[config.mk]
export PLATFORM = sky130hd
export DESIGN_NAME = cache_controller_fsm_flat
export DESIGN_NICKNAME = d
export VERILOG_FILES = /design/src/rtl/cache_controller_fsm_if.sv /design/src/rtl/cache_controller_fsm.sv /design/src/flat_wrapper.sv
export SDC_FILE = /design/constraint.sdc
export NUM_CORES = 1
export LEC_CHECK = 0
export ABC_AREA = 0
export BUFFER_PORTS_ARGS = -buffer_cell sky130_fd_sc_hd__buf_4
export CORE_AREA = 10 10 47 49
export CTS_BUF_LIST = sky130_fd_sc_hd__clkbuf_8
export DETAILED_ROUTE_END_ITERATION = 8
export DIE_AREA = 0 0 57 59
export HOLD_SLACK_MARGIN = 0.03
export PLACE_DENSITY_LB_ADDON = 0.1
export RECOVER_POWER = 50
export SYNTH_ARGS = -nofsm -noshare
export SYNTH_HDL_FRONTEND = slang
export SYNTH_SLANG_ARGS = --single-unit
export TNS_END_PERCENT = 1
[constraint.sdc]
create_clock -name clk -period 1.7 [get_ports clk]
set_input_delay 0.34 -clock clk [delete_from_list [all_inputs] [get_ports clk]]
set_output_delay 0.34 -clock clk [all_outputs]
set_load 0.02 [all_outputs]
[src/rtl/cache_controller_fsm_if.sv]
// Signal bundle between cache_controller_fsm and its CPU / tag-array / ACE
// neighbours. The optional ace_timeout line exists only when
// CACHE_CTRL_TIMEOUT_EN is defined.
// master: controller view. slave: environment view.
interface cache_controller_fsm_if;
  logic       cache_hit;
  logic       cache_miss;
  logic [2:0] line_state;
  logic [1:0] cpu_request;
  logic       ace_ready;
  logic       read_req;
  logic       write_req;
  logic       invalid_req;
  logic       write_from_cpu;
  logic       write_from_interconnect;
  logic [2:0] new_state;
  logic       state_sel;
  logic       cache_complete;
  logic       cache_ready;
`ifdef CACHE_CTRL_TIMEOUT_EN
  logic       ace_timeout;
`endif

  modport master (
    input  cache_hit, cache_miss, line_state, cpu_request, ace_ready,
`ifdef CACHE_CTRL_TIMEOUT_EN
    output ace_timeout,
`endif
    output read_req, write_req, invalid_req, write_from_cpu,
    output write_from_interconnect, new_state, state_sel,
    output cache_complete, cache_ready
  );

  modport slave (
    output cache_hit, cache_miss, line_state, cpu_request, ace_ready,
`ifdef CACHE_CTRL_TIMEOUT_EN
    input  ace_timeout,
`endif
    input  read_req, write_req, invalid_req, write_from_cpu,
    input  write_from_interconnect, new_state, state_sel,
    input  cache_complete, cache_ready
  );
endinterface

[src/rtl/cache_controller_fsm.sv]
// Per-line control FSM for a write-back L1 data cache.
// Decodes CPU read/write requests against tag lookup results and the line's
// coherence state, then sequences ACE write-back, fill and invalidate
// transactions and drives the data-path muxes and state-array update.
// Optional macro CACHE_CTRL_TIMEOUT_EN adds an ace_timeout output and aborts
// an ACE request that waits ACE_TIMEOUT-1 cycles without ace_ready.
module cache_controller_fsm #(
  parameter int unsigned ACE_TIMEOUT = 64
) (
  input  logic                   clk,
  input  logic                   reset,
  cache_controller_fsm_if.master bus
);

  typedef enum logic [2:0] {
    IDLE,
    LOOKUP,
    WRITEBACK,
    FILL,
    INVALIDATE,
    UPDATE
  } state_t;

  localparam logic [2:0] LS_I = 3'b000;
  localparam logic [2:0] LS_M = 3'b001;
  localparam logic [2:0] LS_E = 3'b010;
  localparam logic [2:0] LS_O = 3'b011;
  localparam logic [2:0] LS_S = 3'b100;

  if (ACE_TIMEOUT < 2) begin : g_param_check
    $error("ACE_TIMEOUT must be at least 2");
  end

  state_t     state_q, state_d;
  logic       write_q;
  logic       timeout_hit;
  logic [2:0] ls;

  // State register and latch of the accepted request type
  always_ff @(posedge clk or negedge reset) begin
    if (!reset) begin
      state_q <= IDLE;
      write_q <= 1'b0;
    end else begin
      state_q <= state_d;
      if (state_q == IDLE && !bus.cpu_request[1]) begin
        write_q <= bus.cpu_request[0];
      end
    end
  end

`ifdef CACHE_CTRL_TIMEOUT_EN
  localparam int unsigned CNT_W = $clog2(ACE_TIMEOUT);

  logic [CNT_W-1:0] wait_cnt;
  logic             waiting;

  assign waiting     = (state_q == WRITEBACK) || (state_q == FILL) ||
                       (state_q == INVALIDATE);
  assign timeout_hit = waiting && !bus.ace_ready &&
                       (wait_cnt == CNT_W'(ACE_TIMEOUT - 1));
  assign bus.ace_timeout = timeout_hit;

  // Wait counter: restarts on every state change, counts cycles an ACE request waits
  always_ff @(posedge clk or negedge reset) begin
    if (!reset) begin
      wait_cnt <= '0;
    end else if (state_d != state_q) begin
      wait_cnt <= '0;
    end else if (waiting) begin
      wait_cnt <= wait_cnt + CNT_W'(1);
    end
  end
`else
  assign timeout_hit = 1'b0;
`endif

  // Next-state and output decode
  always_comb begin
    state_d                     = state_q;
    bus.read_req                = 1'b0;
    bus.write_req               = 1'b0;
    bus.invalid_req             = 1'b0;
    bus.write_from_cpu          = 1'b0;
    bus.write_from_interconnect = 1'b0;
    bus.new_state               = LS_I;
    bus.state_sel               = 1'b0;
    bus.cache_complete          = 1'b0;
    bus.cache_ready             = 1'b0;
    // Encodings above SharedClean are reserved and behave as Invalid
    ls = (bus.line_state > LS_S) ? LS_I : bus.line_state;

    case (state_q)
      IDLE: begin
        bus.cache_ready = 1'b1;
        if (!bus.cpu_request[1]) begin
          state_d = LOOKUP;
        end
      end

      LOOKUP: begin
        if (bus.cache_hit) begin
          if (!write_q) begin
            bus.cache_complete = 1'b1;
            state_d            = IDLE;
          end else if (ls == LS_E || ls == LS_M) begin
            state_d = UPDATE;
          end else if (ls == LS_S || ls == LS_O) begin
            state_d = INVALIDATE;
          end else begin
            // Write "hit" on an Invalid line has no usable data: fetch it
            state_d = FILL;
          end
        end else if (bus.cache_miss) begin
          state_d = (ls == LS_M || ls == LS_O) ? WRITEBACK : FILL;
        end
      end

      WRITEBACK: begin
        bus.write_req = !timeout_hit;
        if (bus.ace_ready) begin
          bus.state_sel = 1'b1;
          bus.new_state = LS_I;
          state_d       = FILL;
        end else if (timeout_hit) begin
          bus.cache_complete = 1'b1;
          state_d            = IDLE;
        end
      end

      FILL: begin
        bus.read_req = !timeout_hit;
        if (bus.ace_ready) begin
          bus.write_from_interconnect = 1'b1;
          bus.state_sel               = 1'b1;
          bus.new_state               = LS_E;
          if (write_q) begin
            state_d = UPDATE;
          end else begin
            bus.cache_complete = 1'b1;
            state_d            = IDLE;
          end
        end else if (timeout_hit) begin
          bus.cache_complete = 1'b1;
          state_d            = IDLE;
        end
      end

      INVALIDATE: begin
        bus.invalid_req = !timeout_hit;
        if (bus.ace_ready) begin
          state_d = UPDATE;
        end else if (timeout_hit) begin
          bus.cache_complete = 1'b1;
          state_d            = IDLE;
        end
      end

      UPDATE: begin
        bus.write_from_cpu = 1'b1;
        bus.state_sel      = 1'b1;
        bus.new_state      = LS_M;
        bus.cache_complete = 1'b1;
        state_d            = IDLE;
      end

      default: state_d = IDLE;
    endcase
  end

endmodule

[src/flat_wrapper.sv]
// flat-port wrapper written by rule: the top's interface ports become plain ports
module cache_controller_fsm_flat 
#(
  parameter int unsigned ACE_TIMEOUT = 64
)
  (clk, reset, bus_cache_hit, bus_cache_miss, bus_line_state, bus_cpu_request, bus_ace_ready, bus_read_req, bus_write_req, bus_invalid_req, bus_write_from_cpu, bus_write_from_interconnect, bus_new_state, bus_state_sel, bus_cache_complete, bus_cache_ready);
  cache_controller_fsm_if bus_i ();
  input  logic clk;
  input  logic reset;
  input wire logic [$bits(bus_i.cache_hit)-1:0] bus_cache_hit;
  input wire logic [$bits(bus_i.cache_miss)-1:0] bus_cache_miss;
  input wire logic [$bits(bus_i.line_state)-1:0] bus_line_state;
  input wire logic [$bits(bus_i.cpu_request)-1:0] bus_cpu_request;
  input wire logic [$bits(bus_i.ace_ready)-1:0] bus_ace_ready;
  output wire logic [$bits(bus_i.read_req)-1:0] bus_read_req;
  output wire logic [$bits(bus_i.write_req)-1:0] bus_write_req;
  output wire logic [$bits(bus_i.invalid_req)-1:0] bus_invalid_req;
  output wire logic [$bits(bus_i.write_from_cpu)-1:0] bus_write_from_cpu;
  output wire logic [$bits(bus_i.write_from_interconnect)-1:0] bus_write_from_interconnect;
  output wire logic [$bits(bus_i.new_state)-1:0] bus_new_state;
  output wire logic [$bits(bus_i.state_sel)-1:0] bus_state_sel;
  output wire logic [$bits(bus_i.cache_complete)-1:0] bus_cache_complete;
  output wire logic [$bits(bus_i.cache_ready)-1:0] bus_cache_ready;
  assign bus_i.cache_hit = bus_cache_hit;
  assign bus_i.cache_miss = bus_cache_miss;
  assign bus_i.line_state = bus_line_state;
  assign bus_i.cpu_request = bus_cpu_request;
  assign bus_i.ace_ready = bus_ace_ready;
  assign bus_read_req = bus_i.read_req;
  assign bus_write_req = bus_i.write_req;
  assign bus_invalid_req = bus_i.invalid_req;
  assign bus_write_from_cpu = bus_i.write_from_cpu;
  assign bus_write_from_interconnect = bus_i.write_from_interconnect;
  assign bus_new_state = bus_i.new_state;
  assign bus_state_sel = bus_i.state_sel;
  assign bus_cache_complete = bus_i.cache_complete;
  assign bus_cache_ready = bus_i.cache_ready;
  cache_controller_fsm #(.ACE_TIMEOUT(ACE_TIMEOUT)) u_core (.clk(clk), .reset(reset), .bus(bus_i));
endmodule
# == Yosys cells after proc, flatten, opt, wreduce, memory -nomap -nowiden ==
# Cells that the tools add are included.
# totals
register_bits,4
output_inout_bits,11
word_cells,52
# classes
order_cmp,1
n_eq_ne,14
muxes,27
n_reduce_logical,8
# op_table
op,n
$mux W3,11
$pmux W3 S5,1
$eq A3 B2 Y1 const B,4
$mux W1,11
$eq A3 B3 Y1 const B,3
$ne A2 B2 Y1 const B,4
$eq A3 B1 Y1 const B,2
$pmux W3 S2,1
$reduce_and A5 Y1,1
$gt A3 B3 Y1 const B,1
$logic_not A3 Y1,1
$logic_or A1 B1 Y1,3
$ne A3 B3 Y1 const B,1
$pmux W1 S3,1
$mux W2,1
$pmux W1 S2,1
$reduce_or A2 Y1,1
$logic_and A1 B1 Y1,1
$logic_not A1 Y1,1

# == Depth between registers and ports, before layout ==
# Gate-level depths: netlist of run 1.
# logic_depth
word_depth,9
depth_mapped,5

# == Worst setup path after synthesis of run 1 ==
# Ideal clock, no wire load.
# synth_path
kind,reg-to-output
from,reg u_core.state_q[2]
to,out bus_new_state[1]
arrival_time_ns,1.279
path_slack_ns,0.081
stages_incl_launch_ff,6
path_cell_list,dfrtp_1 > buf_2 > inv_2 > nand2_1 > nor2_1 > buf_4
# synth_between
elab_chain_cells,2
# synth_rtl
item,line_no,source
start: declaration,cache_controller_fsm.sv:34,"state_t state_q, state_d;"
start signal: assignment,cache_controller_fsm.sv:45,state_q <= state_d;
$eq A3 B3 Y1 / $eq A3 B2 Y1 (equally long branches),cache_controller_fsm.sv:93,case (state_q)
$pmux W3 S2 *,cache_controller_fsm.sv:93,
end: declaration,flat_wrapper.sv:20,output wire logic [$bits(bus_i.new_state)-1:0] bus_new_state;
# Every way passes the cells marked *; elsewhere a longest branch is shown, timed or not.

# == Final worst setup path of run 1 ==
# layout_path
from,reg u_core.state_q[1]
to,out bus_invalid_req
# layout_between
elab_chain_cells,2
# layout_rtl
item,line_no,source
$eq A3 B3 Y1,cache_controller_fsm.sv:93,
$mux W1,cache_controller_fsm.sv:93,
end: declaration,flat_wrapper.sv:17,output wire logic [$bits(bus_i.invalid_req)-1:0] bus_invalid_req;
# No other way between the ends.

==> reports/results.tsv, run 1 <==
stage	metric	value	unit
synthesis	cell taking the most area after synthesis	dfrtp_1	
sta	Peak Freq	0.611	GHz
worst_setup_path	slowest library cell on the worst path	dfrtp_2	
sta	fin crit share	96.3	%
worst_setup_path	cell family with most CP delay	flip-flops	
clocking	clk_lat worst skew	0.22	ns
global_routing	first-pass GRT wire length	2.06	mm
sta	Final min period	1.64	ns
route	Detailed Route WL	1.14	mm
sta	clk_skew	0.00389	ns
clocking	Post CTS Setup Buffer Count	0	
worst_setup_path	Crit Path Class	register to output pin	
worst_setup_path	RR Endpoint	u_core.state_q[2]	
global_routing	antenna violations before repair	0	
clocking	CTS Buffer Depth	2	
run	max cap viols	0	
global_routing	Remaining Overflow, GRT	0	
power	PwrDens	1790	mW/mm^2
floorplanning	Die W	57	um
sta	Final Hold Viols	0	
worst_setup_path	WP data arrival	1.30	ns
route	Detailed Route Iter0 Violations	9	
worst_setup_path	Worst path most repeated cell	buf_4	
placement	HPWL after detailed placement	945	um
outcome	outcome	completed	
route	Routed wire per std cell	12.4	um
power	maximum vdd drop	0.000856	V
sta	RSZ-0062 raised after global routing	yes	
floorplanning	Rows	14	
worst_setup_path	crit-path max cell delay	0.44	ns
worst_setup_path	worst-path cell chain	buf_4, nor2_1, nand2_1, inv_1, buf_4	
synthesis	Syn Inst Count	56	
synthesis	synth top area cells	dfrtp_1, nor2_1, a21oi_1	
synthesis	Synth cell types	29	
synthesis	syn avg cell area	7.42	um^2
cells_and_area	fin util	43.5	%
worst_setup_path	CP Max Fanout	8	
global_routing	GRT Overall Usage	7.50	%
clocking	Sink Count	4	
clocking	Reg clk slew, reported paths	0.03	ns
synthesis	post-synth top area share	24.1	%
min_path	Min-Delay Path Class	primary input to register	
floorplanning	die area	0.00336	mm^2
sta	final setup vio count	0	
synthesis	Synth async-reset ratio	100	%
worst_setup_path	r2r startpoint	u_core.state_q[2]	
route	DRT antenna net count	0	
floorplanning	die height	59	um
synthesis	YS warnings	0	
cells_and_area	Ant. Diodes	0	
worst_setup_path	count of buffer and inverter cells on the critical path	3	
clocking	Root Driver	clkbuf_8	
worst_setup_path	Levels on crit path	5	
route	1st-pass router iterations	4	
synthesis	Synth Flop Type	dfrtp_1	
floorplanning	Core Area	0.00140	mm^2
sta	final slew viol count	0	
worst_setup_path	CP endpoint kind	output pin	
clocking	Num CTS Buffers	3	
cells_and_area	Syn-to-layout area delta	46.7	%
route	routed vias/inst	4.99	
worst_setup_path	worst-case reg-to-reg path depth	4	
placement	Buffers on Ports	19	
synthesis	sequential area share after synthesis	24.1	%
synthesis	Post-synth EDFFs	0	
cells_and_area	most frequent cells in the layout	buf_4, nor2_1, nand2_1	
cells_and_area	Post-layout nets	88	
floorplanning	IO Count	21	
global_routing	largest net degree at the start of global routing	12	
sta	Setup TNS Final	0	ns
worst_setup_path	R2R Setup Slk	0.34	ns
clocking	CTS tree	built	
worst_setup_path	critical path startpoint category	register	
route	vias	459	
route	# DRC	0	
global_routing	vias in the first global route	502	
worst_setup_path	crit path to	bus_invalid_req	
cells_and_area	share of cells above drive strength 1	40.8	%
synthesis	syn_nets	66	
floorplanning	Initial Utilization	29.6	%
power	LEAKAGE	0.287	nW
clocking	H-tree depth	1	
synthesis	synthesized flop and latch total	4	
placement	GP Congestion	0.856	
synthesis	synthesized cell area	415	um^2
worst_setup_path	Crit. Startpoint	u_core.state_q[1]	
cells_and_area	commonest non-fill, non-tap cell in the layout	buf_4	
worst_setup_path	Req. time, crit path	1.36	ns
cell usage after synthesis (2+ instances only):
master	number
nand2_1	6
o22ai_1	2
o21ai_0	3
nor2_1	7
buf_4	2
nor3_1	3
a21oi_1	5
inv_1	3
buf_2	2
dfrtp_1	4
flip-flops by register name, summed over array words and instances (netlist names):
name / flops
u_core.state_q: 3
u_core.write_q: 1
worst min-delay path: stages:
cell     delay [ns]
buf_4          0.08
nand2_1        0.03
o21ai_0        0.06
where the power goes:
group / internal [mW] / switching (mW) / leakage (nW)
clock network: 0.151 / 0.0450 / 0.0216
registers: 0.146 / 0.0841 / 0.0481
logic: 0.304 / 0.363 / 0.217
total: 0.600 / 0.492 / 0.287
how the worst min path moves through the flow:
stage	slack [ns]	depth (start not counted)	startpoint	to
after floorplan	0.04	0	reset	u_core.state_q[0]
after global placement	0.14	1	reset	u_core.state_q[2]
after detailed placement	0.14	1	reset	u_core.state_q[2]
after CTS	0.33	3	bus_cpu_request[0]	u_core.write_q
after global routing	0.37	3	bus_cpu_request[0]	u_core.write_q
final	0.33	3	bus_cpu_request[0]	u_core.write_q
repair_timing:
action	CTS	global route
endpoints found under the hold margin	4	0
hold buffers	1	0
endpoints found under the setup margin	0	5
gates resized for setup	0	3
cells by family after synthesis:
family          after synthesis  share of synthesized area (%)
compound gates               17                           30.1
simple gates                 24                           30.4
other cells                   1                          0.903
buf+inv                       9                           12.3
xor+xnor                      1                           2.11
flops                         4                           24.1
through the flow:
stage / cells / setup WS, ns / total power, mW / hold slack (ns) / cell area (um^2)
detailed placement: 88 / 0.255 / 0.893 / 0.138 / 557
global route: 92 / -0.0425 / 1.20 / 0.365 / 609
floorplan: 56 / 0.0812 / 0.693 / 0.0444 / 415
CTS: 92 / 0.0220 / 1.10 / 0.329 / 608
global placement: 88 / 0.259 / 0.900 / 0.139 / 557
finish: 92 / 0.0626 / 1.09 / 0.335 / 609
routing by layer:
metal / GRT usage, % / share of wire, % / vias up
li1: - / - / 239
met2: 11.5 / 45 / 23
met4: 4.03 / 2.4 / 0
met5: 0 / 0 / -
met3: 4.29 / 8.4 / 4
met1: 8.02 / 44 / 193
final cells by class:
type / count / area, um^2
Timing Repair Buffer: 22 / 164
Fill cell: 150 / 792
Inverter: 4 / 15.0
Sequential cell: 4 / 103
Multi-Input combinational cell: 43 / 267
Clock buffer: 3 / 41.3
Tap cell: 16 / 20.0
Power figures use the tool's default switching activity.
==> inputs of run 2 (changes only) <==
--- a/config.mk
+++ b/config.mk
@@ -12,7 +12,7 @@
 export DETAILED_ROUTE_END_ITERATION = 8
 export DIE_AREA = 0 0 57 59
 export HOLD_SLACK_MARGIN = 0.03
-export PLACE_DENSITY_LB_ADDON = 0.1
+export PLACE_DENSITY = 0.57
 export RECOVER_POWER = 50
 export SYNTH_ARGS = -nofsm -noshare
 export SYNTH_HDL_FRONTEND = slang
==> run 2 against run 1 <==
Non-clock buffer count shrank 1; power shrank 2.0%; clock power is essentially flat; via count shrank 3.5%; critical path type unchanged; largest power group unchanged.
==> reports/results.tsv, run 2 (synthesis gave the netlist of run 1 again) <==
stage	metric	value	unit
outcome	outcome	completed	
cells_and_area	Fill cells	157	
power	Final Total Pwr	1.07	mW
cells_and_area	Post-layout nets	87	
cells_and_area	Largest Register	u_core.state_q	
power	maximum vdd drop	0.000972	V
route	routed vias/inst	4.87	
cells_and_area	Largest register FFs	3	
worst_setup_path	critical path startpoint category	register	
floorplanning	die area	0.00336	mm^2
clocking	clk_lat worst skew	0.21	ns
global_routing	vias in the first global route	457	
clocking	Reg clk slew, reported paths	0.03	ns
cells_and_area	final instance area	601	um^2
placement	placed cell count	87	
route	Detailed Route Iter0 Violations	5	
worst_setup_path	Crit Path Class	register to output pin	
sta	RSZ-0062 raised after global routing	no	
worst_setup_path	Crit. Startpoint	u_core.state_q[1]	
route	1st-pass router iterations	4	
clocking	Post CTS Setup Buffer Count	0	
min_path	Min-Delay Path Class	primary input to register	
clocking	Num CTS Buffers	3	
floorplanning	Core Area	0.00140	mm^2
floorplanning	IO Count	21	
placement	Buffers on Ports	19	
route	# DRC	0	
sta	Setup TNS Final	0	ns
placement	DP Area	549	um^2
cells_and_area	Ant. Diodes	0	
placement	GP Congestion	0.818	
cells_and_area	Largest regs	u_core.state_q x3, u_core.write_q x1	
clocking	H-tree depth	1	
floorplanning	Initial Utilization	29.6	%
worst_setup_path	r2r startpoint	u_core.state_q[1]	
cells_and_area	FF/Latch Area	104	um^2
sta	Hold Slack	0.347	ns
cells_and_area	Syn-to-layout area delta	44.6	%
sta	Peak Freq	0.626	GHz
placement	DP Worst Slack	0.242	ns
floorplanning	Rows	14	
route	vias	443	
cells_and_area	share of cells above drive strength 1	41.3	%
sta	worst setup margin	0.102	ns
sta	clk_skew	0.00140	ns
power	PwrDens	1780	mW/mm^2
clocking	CTS tree	built	
route	Routed wire per std cell	12.3	um
sta	Final Hold Viols	0	
cells_and_area	fin cells	91	
power	LEAKAGE	0.280	nW
worst_setup_path	CP endpoint kind	output pin	
global_routing	first-pass GRT wire length	1.83	mm
clocking	Root Driver	clkbuf_8	
floorplanning	Die W	57	um
cells_and_area	commonest non-fill, non-tap cell in the layout	buf_4	
worst_setup_path	Req. time, crit path	1.36	ns
sta	final setup vio count	0	
global_routing	antenna violations before repair	0	
cells_and_area	fin util	42.9	%
run	max cap viols	0	
worst_setup_path	WP data arrival	1.26	ns
sta	fin crit share	94.0	%
min_path	Hold Startpoint	bus_cpu_request[0]	
global_routing	Remaining Overflow, GRT	0	
floorplanning	die height	59	um
cells_and_area	area occupied by multi-input gates	264	um^2
sta	final slew viol count	0	
sta	Final min period	1.60	ns
clocking	CTS Buffer Depth	2	
worst_setup_path	CP Max Fanout	9	
clocking	Sink Count	4	
cells_and_area	most frequent cells in the layout	buf_4, nand2_1, nor2_1, a21oi_1	
global_routing	largest net degree at the start of global routing	13	
global_routing	GRT Overall Usage	6.59	%
route	Detailed Route WL	1.12	mm
route	DRT antenna net count	0	
## run 2: changes by cell type in the layout (fill, tap and decap cells not counted)
cell,before,now
a22oi_2,1,0
dfrtp_2,2,3
a22oi_1,0,1
buf_4,20,19
dfrtp_1,2,1
nor2_1,6,5
nor2_2,1,2
## run 2: final timing paths
kind                                      end  slack (ns)  depth (start not counted)
max                        bus_cache_complete        0.10                          4
min                            u_core.write_q        0.35                          3
max reg2reg                 u_core.state_q[2]        0.46                          4
min reg2reg                 u_core.state_q[2]        0.65                          2
max in group asynchronous   u_core.state_q[0]        1.03                          2
min in group asynchronous   u_core.state_q[2]        0.48                          2
## run 2: final cells by class
class | instances | area share, %
sequential | 4 | 17.3
clock buffer | 3 | 6.87
inverter | 4 | 2.50
tap | 16 | 3.33
multi-input combinational | 43 | 44.0
timing repair buffer | 21 | 26.0
## run 2: critical path, cell delays in order (launching register included)
cell	delay, ns
dfrtp_2	0.42
nand2_1	0.12
o32ai_1	0.22
and2_1	0.15
buf_4	0.14
## run 2: repair_timing
action,CTS,global route
hold buffers,1,0
endpoints found under the setup margin,0,5
gates resized for setup,0,5
hold endpoints to repair,4,0
## run 2: layer usage
| layer | global-route usage, % | up-vias | share of wire [%] |
|---|---|---|---|
| met5 | 0 | - | 0 |
| met4 | 5.03 | 0 | 0 |
| met3 | 2.79 | 0 | 6.3 |
| met2 | 10.1 | 11 | 49 |
| met1 | 7.06 | 197 | 45 |
| li1 | - | 235 | - |
## run 2: power breakdown
part           internal [mW]  switching, mW
clock network          0.150         0.0438
registers              0.147         0.0957
logic                  0.290          0.343
